$ cat src/rtl/ip_pkg.sv
// Shared types for the ip read sequencer.
// FSM encoding and default counter widths.
package ip_pkg;

  typedef enum logic [1:0] {
    IDLE,
    RUN,
    DRAIN,
    DONE
  } state_t;

  localparam int PW_DEF = 12;
  localparam int CW_DEF = 6;
  localparam int SW_DEF = 5;

endpackage

$ cat src/rtl/ip_rd_fifo.sv
// Output buffer for the read sequencer.
// Head is forced to zero while empty so no stale word is visible.
module ip_rd_fifo #(
  parameter int W = 17,
  parameter int DEPTH = 4,
  localparam int PTR = $clog2(DEPTH),
  localparam int CNTW = PTR + 1
) (
  input  logic            clk_i,
  input  logic            rstn_i,
  input  logic            push_i,
  input  logic [W-1:0]    din_i,
  input  logic            pop_i,
  output logic [W-1:0]    dout_o,
  output logic            full_o,
  output logic            empty_o,
  output logic [CNTW-1:0] count_o
);

  logic [W-1:0]    mem [DEPTH];
  logic [PTR-1:0]  wptr;
  logic [PTR-1:0]  rptr;
  logic [CNTW-1:0] cnt;
  logic            do_push;
  logic            do_pop;

  assign full_o  = (cnt == CNTW'(DEPTH));
  assign empty_o = (cnt == '0);
  assign count_o = cnt;
  assign do_push = push_i && !full_o;
  assign do_pop  = pop_i && !empty_o;
  assign dout_o  = empty_o ? '0 : mem[rptr];

  always_ff @(posedge clk_i or negedge rstn_i) begin
    if (!rstn_i) begin
      wptr <= '0;
      rptr <= '0;
      cnt  <= '0;
      for (int i = 0; i < DEPTH; i++) begin
        mem[i] <= '0;
      end
    end else begin
      if (do_push) begin
        mem[wptr] <= din_i;
        wptr      <= wptr + PTR'(1);
      end
      if (do_pop) begin
        rptr <= rptr + PTR'(1);
      end
      case ({do_push, do_pop})
        2'b10:   cnt <= cnt + CNTW'(1);
        2'b01:   cnt <= cnt - CNTW'(1);
        default: cnt <= cnt;
      endcase
    end
  end

endmodule

$ cat src/rtl/ip_rd_seq.sv
// BRAM read sequencer: sector/channel/pixel address walk
// with credit-based flow control into a small output FIFO.
module ip_rd_seq
  import ip_pkg::*;
#(
  parameter int FW = 16,
  parameter int AW = 15,
  parameter int RL = 1,
  parameter int DEPTH = 4,
  parameter int PW = PW_DEF,
  parameter int CW = CW_DEF,
  parameter int SW = SW_DEF
) (
  input  logic          clk_i,
  input  logic          rstn_i,
  input  logic          start_i,
  input  logic [PW-1:0] cfg_pix_end_i,
  input  logic [CW-1:0] cfg_ch_end_i,
  input  logic [SW-1:0] cfg_sec_end_i,
  input  logic [AW-1:0] cfg_base_i,
  input  logic [AW-1:0] cfg_pix_stride_i,
  input  logic [AW-1:0] cfg_sec_stride_i,
  output logic          busy_o,
  output logic          done_o,
  output logic          rd_en_o,
  output logic [AW-1:0] rd_addr_o,
  input  logic [FW-1:0] rd_data_i,
  output logic [FW-1:0] data_o,
  output logic          data_valid_o,
  input  logic          data_ready_i,
  output logic          block_last_o
);

  localparam int CNTW = $clog2(DEPTH) + 1;

  state_t state_q, state_nx;

  logic [PW-1:0]   pe_q, pix_q;
  logic [CW-1:0]   ce_q, ch_q;
  logic [SW-1:0]   se_q, sec_q;
  logic [AW-1:0]   ps_q, ss_q;
  logic [AW-1:0]   addr_q, ch_base_q, sec_base_q;
  logic [AW-1:0]   nx_ch_base, nx_sec_base;
  logic [CNTW-1:0] infl_q, count;
  logic [RL-1:0]   pv_q, pl_q;
  logic [FW:0]     head;
  logic            push, pop, full, empty;
  logic            pix_wrap, ch_wrap, sec_wrap;
  logic            credit_ok, drain_ok;

  assign pix_wrap    = (pix_q == pe_q);
  assign ch_wrap     = (ch_q == ce_q);
  assign sec_wrap    = (sec_q == se_q);
  assign nx_ch_base  = ch_base_q + AW'(1);
  assign nx_sec_base = sec_base_q + ss_q;

  // Reserve a FIFO slot for every read still in the BRAM pipeline.
  assign credit_ok = ({1'b0, count} + {1'b0, infl_q})
                     < (CNTW + 1)'(DEPTH);
  assign rd_en_o   = (state_q == RUN) && credit_ok && !full;
  assign rd_addr_o = addr_q;

  assign push         = pv_q[RL-1];
  assign data_valid_o = !empty;
  assign pop          = data_valid_o && data_ready_i;
  assign data_o       = head[FW-1:0];
  assign block_last_o = head[FW];

  // Leave DRAIN in the cycle of the final pop.
  assign drain_ok = (infl_q == '0) &&
                    (empty || (count == CNTW'(1) && pop));

  assign busy_o = (state_q == RUN) || (state_q == DRAIN);
  assign done_o = (state_q == DONE);

  always_comb begin
    state_nx = state_q;
    unique case (state_q)
      IDLE:  if (start_i) state_nx = RUN;
      RUN:   if (rd_en_o && pix_wrap && ch_wrap && sec_wrap)
               state_nx = DRAIN;
      DRAIN: if (drain_ok) state_nx = DONE;
      DONE:  state_nx = IDLE;
      default: state_nx = IDLE;
    endcase
  end

  always_ff @(posedge clk_i or negedge rstn_i) begin
    if (!rstn_i) state_q <= IDLE;
    else         state_q <= state_nx;
  end

  always_ff @(posedge clk_i or negedge rstn_i) begin
    if (!rstn_i) begin
      pe_q       <= '0;
      ce_q       <= '0;
      se_q       <= '0;
      ps_q       <= '0;
      ss_q       <= '0;
      pix_q      <= '0;
      ch_q       <= '0;
      sec_q      <= '0;
      addr_q     <= '0;
      ch_base_q  <= '0;
      sec_base_q <= '0;
    end else if (state_q == IDLE && start_i) begin
      pe_q       <= cfg_pix_end_i;
      ce_q       <= cfg_ch_end_i;
      se_q       <= cfg_sec_end_i;
      ps_q       <= cfg_pix_stride_i;
      ss_q       <= cfg_sec_stride_i;
      pix_q      <= '0;
      ch_q       <= '0;
      sec_q      <= '0;
      addr_q     <= cfg_base_i;
      ch_base_q  <= cfg_base_i;
      sec_base_q <= cfg_base_i;
    end else if (rd_en_o) begin
      if (!pix_wrap) begin
        pix_q  <= pix_q + PW'(1);
        addr_q <= addr_q + ps_q;
      end else begin
        pix_q <= '0;
        if (!ch_wrap) begin
          ch_q      <= ch_q + CW'(1);
          ch_base_q <= nx_ch_base;
          addr_q    <= nx_ch_base;
        end else begin
          ch_q <= '0;
          if (!sec_wrap) begin
            sec_q      <= sec_q + SW'(1);
            sec_base_q <= nx_sec_base;
            ch_base_q  <= nx_sec_base;
            addr_q     <= nx_sec_base;
          end else begin
            sec_q <= '0;
          end
        end
      end
    end
  end

  always_ff @(posedge clk_i or negedge rstn_i) begin
    if (!rstn_i) begin
      pv_q   <= '0;
      pl_q   <= '0;
      infl_q <= '0;
    end else begin
      pv_q <= (pv_q << 1) | RL'(rd_en_o);
      pl_q <= (pl_q << 1) | RL'(pix_wrap && ch_wrap);
      case ({rd_en_o, push})
        2'b10:   infl_q <= infl_q + CNTW'(1);
        2'b01:   infl_q <= infl_q - CNTW'(1);
        default: infl_q <= infl_q;
      endcase
    end
  end

  ip_rd_fifo #(
    .W     (FW + 1),
    .DEPTH (DEPTH)
  ) u_fifo (
    .clk_i   (clk_i),
    .rstn_i  (rstn_i),
    .push_i  (push),
    .din_i   ({pl_q[RL-1], rd_data_i}),
    .pop_i   (pop),
    .dout_o  (head),
    .full_o  (full),
    .empty_o (empty),
    .count_o (count)
  );

endmodule
$ cat config.mk
export PLATFORM = sky130hd
export DESIGN_NAME = ip_rd_seq
export DESIGN_NICKNAME = d
export VERILOG_FILES = /design/src/rtl/ip_pkg.sv /design/src/rtl/ip_rd_fifo.sv /design/src/rtl/ip_rd_seq.sv
export SDC_FILE = /design/constraint.sdc
export NUM_CORES = 1
export LEC_CHECK = 0
export CAP_MARGIN = 20
export CELL_PAD_IN_SITES_DETAIL_PLACEMENT = 1
export CELL_PAD_IN_SITES_GLOBAL_PLACEMENT = 1
export CORE_UTILIZATION = 40
export DETAILED_ROUTE_END_ITERATION = 16
export PLACE_DENSITY = 0.8
export SKIP_LAST_GASP = 1
export SYNTH_ARGS = -nofsm -noshare
export SYNTH_HDL_FRONTEND = slang
export SYNTH_HIERARCHICAL = 1
export SYNTH_SLANG_ARGS = --single-unit
$ cat constraint.sdc
create_clock -name clk_i -period 2.61 [get_ports clk_i]
set_clock_uncertainty 0.15 [all_clocks]
set_input_delay 0.3915 -clock clk_i [delete_from_list [all_inputs] [get_ports clk_i]]
set_output_delay 0.3915 -clock clk_i [all_outputs]
set_load 0.01 [all_outputs]
==> results.rst <==
.. list-table::
   :header-rows: 1

   * - Metric
     - Value
   * - Filler instances
     - 3018
   * - Combined area of the multi-input logic cells
     - 0.00663 mm^2
   * - Number of placed instances with taps included
     - 1694
   * - Mapped Area
     - 0.0114 mm^2
   * - # nets final
     - 1525
   * - Number of antenna violations at the first check in global routing
     - 0
   * - Ant. Diodes
     - 0
   * - Worst reg2reg path endpoint
     - infl_q[2]
   * - Power density of the placed cells
     - 968 mW/mm^2
   * - Inserted Clock Buffers
     - 25
   * - Net count after synthesis
     - 1260
   * - Distinct cell type count after synthesis
     - 73
   * - Synthesized instance count
     - 1123
   * - Final standard cell area without fillers
     - 0.0158 mm^2
   * - Die ar.
     - 0.0292 mm^2
   * - Via count of the first global-routing pass
     - 10.6k
   * - Max Buffers Root-to-Sink
     - 3
   * - Register cell area after layout
     - 0.00508 mm^2
   * - Worst endpoint required time
     - 2.89 ns
   * - Via-per-instance ratio
     - 5.48
   * - Yosys warns
     - 6
   * - Number of vias after detailed routing
     - 9778
   * - Crit end category
     - flip-flop
   * - Setup slack of the worst register-to-register path
     - -0.33 ns
   * - Routed Antenna Nets
     - 0
   * - Cells traversed along the worst timing path
     - ha_1, or4b_1, a311o_1, buf_6, buf_8, ha_4, inv_2, fa_1, xor2_1, nor2_1, xor2_1
   * - Boundary Pins
     - 124
   * - Gr usage total
     - 25.1%
   * - Startpoint of the lowest-slack register-to-register path
     - u_fifo/count_o[2]
   * - H-tree depth reported by CTS
     - 1
   * - Crit path from
     - u_fifo/count_o[2]
   * - Final standard cell count with taps included and fillers excluded
     - 1785
   * - Maximum operating frequency
     - 341 MHz
   * - Area added between synthesis and finish
     - 38.7%
   * - Syn_area_per_cell
     - 10.2 um^2
   * - Sum of routed wire length over all layers
     - 38600 um
   * - Dominant cell type by area after synthesis
     - sky130_fd_sc_hd__dfrtp_1
   * - Slowest library cell on the worst path
     - sky130_fd_sc_hd__or4b_1
   * - Path type of the worst setup path
     - flip-flop to flip-flop
   * - Clock latency reported for the late side of the worst-skew pair
     - 0.55 ns
   * - Tightest Pin Transition
     - 0.638 ns
   * - Number of optimization iterations in the first detailed-route pass
     - 5
   * - Count of final setup violators
     - 70
   * - CP startpoint kind
     - flip-flop
   * - Core Area
     - 0.0279 mm^2
   * - Worst R2R Path Depth
     - 11
   * - Placed standard-cell area
     - 0.0139 mm^2
   * - Number of rows created at floorplan
     - 61
   * - Top area cells in the synthesized netlist
     - sky130_fd_sc_hd__dfrtp_1, sky130_fd_sc_hd__nand2_1, sky130_fd_sc_hd__mux2_4
   * - Register bit total from synthesis
     - 203
   * - Count of buffers inserted at the top-level ports
     - 123
   * - Predominant post-synthesis flop cell
     - sky130_fd_sc_hd__dfrtp_1
   * - Post-synthesis sequential area ratio
     - 44.5%
   * - Detail-routed net length per standard cell
     - 21.6 um
   * - Category of cells accounting for the largest share of critical-path delay
     - adder cells
   * - DP Wirelength
     - 24400 um
   * - Buf/Inv on CP
     - 3
   * - Number of sinks handled by clock tree synthesis
     - 203
   * - Master cell of the clock root buffer
     - sky130_fd_sc_hd__clkbuf_16
   * - Unrepaired setup endpoints after global routing
     - true
   * - CTS clock-pin slew for the worst setup and hold paths
     - 0.07 ns
   * - Timing endpoint of the critical path
     - infl_q[2]
   * - Sum of overflow across all layers after global routing
     - 0
   * - Global-route wire length before repair
     - 57100 um
   * - Violations in the final reports
     - negative setup slack
   * - Post-route clock period utilization
     - 112%
   * - Min-delay worst type
     - input pin to flip-flop
   * - Count of unresolved DRC violations after routing
     - 0
   * - Fraction of final layout cells sized beyond drive strength 1
     - 31.3%
   * - Share of the synthesized area in the top cell type
     - 44.5%
   * - Pin count of the biggest net entering global routing
     - 67
   * - Starting DRT DRC Count
     - 578
   * - Horizontal extent of the die
     - 171 um
   * - Leakage dissipation
     - 7.27 nW
   * - Number of enable flip-flop cells after synthesis
     - 0
   * - Setup slack of the critical path after layout
     - -0.326 ns
   * - Worst path arrival time
     - 3.22 ns
   * - Largest vdd supply drop
     - 0.000448 V
   * - Slew HR
     - 56.9%
   * - Most frequent cell on the critical path
     - sky130_fd_sc_hd__xor2_1
   * - Chip height
     - 171 um
   * - Hold Worst Slack
     - 0.225 ns
   * - Max-slew violation count
     - 0
   * - Number of cells on the critical path
     - 11
   * - Final total power
     - 15.3 mW
   * - Fraction of registers with async set/reset
     - 100%
   * - CP peak stage delay
     - 0.46 ns
   * - Final weighted congestion in routability-driven placement
     - 0.856
   * - TritonCTS clock tree
     - yes
   * - Maximum fanout encountered on the critical timing path
     - 5
   * - Minimum clock period
     - 2.94 ns
   * - Starting density of the core
     - 40.9%
   * - Final number of hold-violating endpoints
     - 0
   * - Result of the run
     - complete, but fails checks
   * - Sum Neg Setup Slack
     - -13.33 ns
   * - Max capacitance violation total
     - 0
routing by layer:
| metal | routed length, um | share of wire [%] | up-vias | track usage, % |
|---|---|---|---|---|
| met5 | 0 | 0 | - | 0 |
| met4 | 1790 | 4.6 | 0 | 10.4 |
| met3 | 1440 | 3.7 | 133 | 3.49 |
| met2 | 20200 | 52 | 296 | 46.1 |
| met1 | 15200 | 39 | 4905 | 29.2 |
| li1 | - | - | 4444 | - |
worst min-delay path by stage:
stage	startpoint	to	slack (ns)	depth (start not counted)
floorplan	rstn_i	ce_q[0]	-0.05	0
global placement	rstn_i	pix_q[11]	0.29	1
detailed placement	rstn_i	u_fifo/mem[34]	0.30	1
CTS	cfg_sec_end_i[4]	se_q[4]	0.21	3
global route	cfg_pix_end_i[8]	pe_q[8]	0.24	3
finish	cfg_ch_end_i[2]	ce_q[2]	0.23	3
registers in the layout, summed over array words and instances (netlist names):
| name | cells |
|---|---|
| ss_q | 15 |
| ch_q | 6 |
| ps_q | 15 |
| rd_addr_o | 15 |
| sec_base_q | 15 |
| pl_q | 1 |
| infl_q | 3 |
| u_fifo/rptr | 2 |
| u_fifo/mem | 68 |
| ce_q | 6 |
| se_q | 5 |
| ch_base_q | 15 |
| pix_q | 12 |
| u_fifo/count_o | 3 |
| push | 1 |
| u_fifo/wptr | 2 |
| pe_q | 12 |
| state_q | 2 |
| sec_q | 5 |
where the power goes:
group	switching [mW]	internal [mW]	total [mW]	leakage [nW]
Clock	1.51	2.33	3.84	0.424
Sequential	0.608	3.91	4.52	2.50
Combinational	3.14	3.83	6.96	4.34
Total	5.25	10.1	15.3	7.27
repair_timing:
action | CTS | global route
cloned | 3 | 1
hold buffers | 1 | 0
endpoints found under the setup margin | 69 | 87
pin swaps | 35 | 50
buffers inserted | 27 | 16
resized for setup | 98 | 158
hold endpoints to repair | 63 | 0
cells by family (layout without fill, tap and decap cells):
| kind of cell | after synthesis | after routing | share of synthesized area [%] |
|---|---|---|---|
| buffers and inverters | 70 | 353 | 2.96 |
| muxes | 107 | 107 | 13.4 |
| and+or+nand+nor | 435 | 436 | 17.6 |
| xor gates and xnor gates | 73 | 73 | 5.60 |
| adders and majority gates | 49 | 49 | 5.63 |
| DFF | 203 | 203 | 44.5 |
| AOI/OAI and AO/OA | 186 | 186 | 10.3 |
Yosys cell counts, drive strengths merged (9+ instances only):
library cell and n:
nand2 226, nand4 14, xor2 47, nand2b 9, nand3 24, mux2 75
a31oi 22, inv 24, ha 45, a21oi 55, o21ai 45, nor2b 24
o21a 9, nor2 88, clkbuf 22, dfrtp 203, xnor2 26, buf 23
mux2i 15, a21o 10, mux4 17, and3 10, nor3 11
layout by cell type, fill, tap and decap left out, drive strengths merged, types with 14 or more instances in the layout:
master	synthesis	final
nor2b	24	24
o21ai	45	45
xor2	47	47
buf	23	162
mux2	75	75
clkdlybuf4s50	0	103
xnor2	26	26
nand3	24	24
mux4	17	17
a21oi	55	55
a31oi	22	22
dfrtp	203	203
nor2	88	88
nand4	14	14
inv	24	25
mux2i	15	15
ha	45	45
clkbuf	22	43
nand2	226	226
area by class of cell:
class,count,area share (%)
inverter,25,0.625
multi-input combinational,851,41.9
sequential,203,32.1
clock buffer,31,4.22
timing repair buffer,282,16.7
tap,378,2.99
clock inverter,15,1.44
metrics by stage:
stage,setup slack (ns),utilization (%)
floorplan,-0.106,-
global placement,-0.130,49.6
detailed placement,-0.256,49.6
CTS,-0.236,54.4
global route,-0.417,56.7
finish,-0.326,56.7
tightest hold or removal path: stages:
cell                              delay [ns]
sky130_fd_sc_hd__clkdlybuf4s50_1        0.40
sky130_fd_sc_hd__nand2_1                0.05
sky130_fd_sc_hd__nand2_1                0.04
No activity file was read; power rests on OpenSTA's default activity.
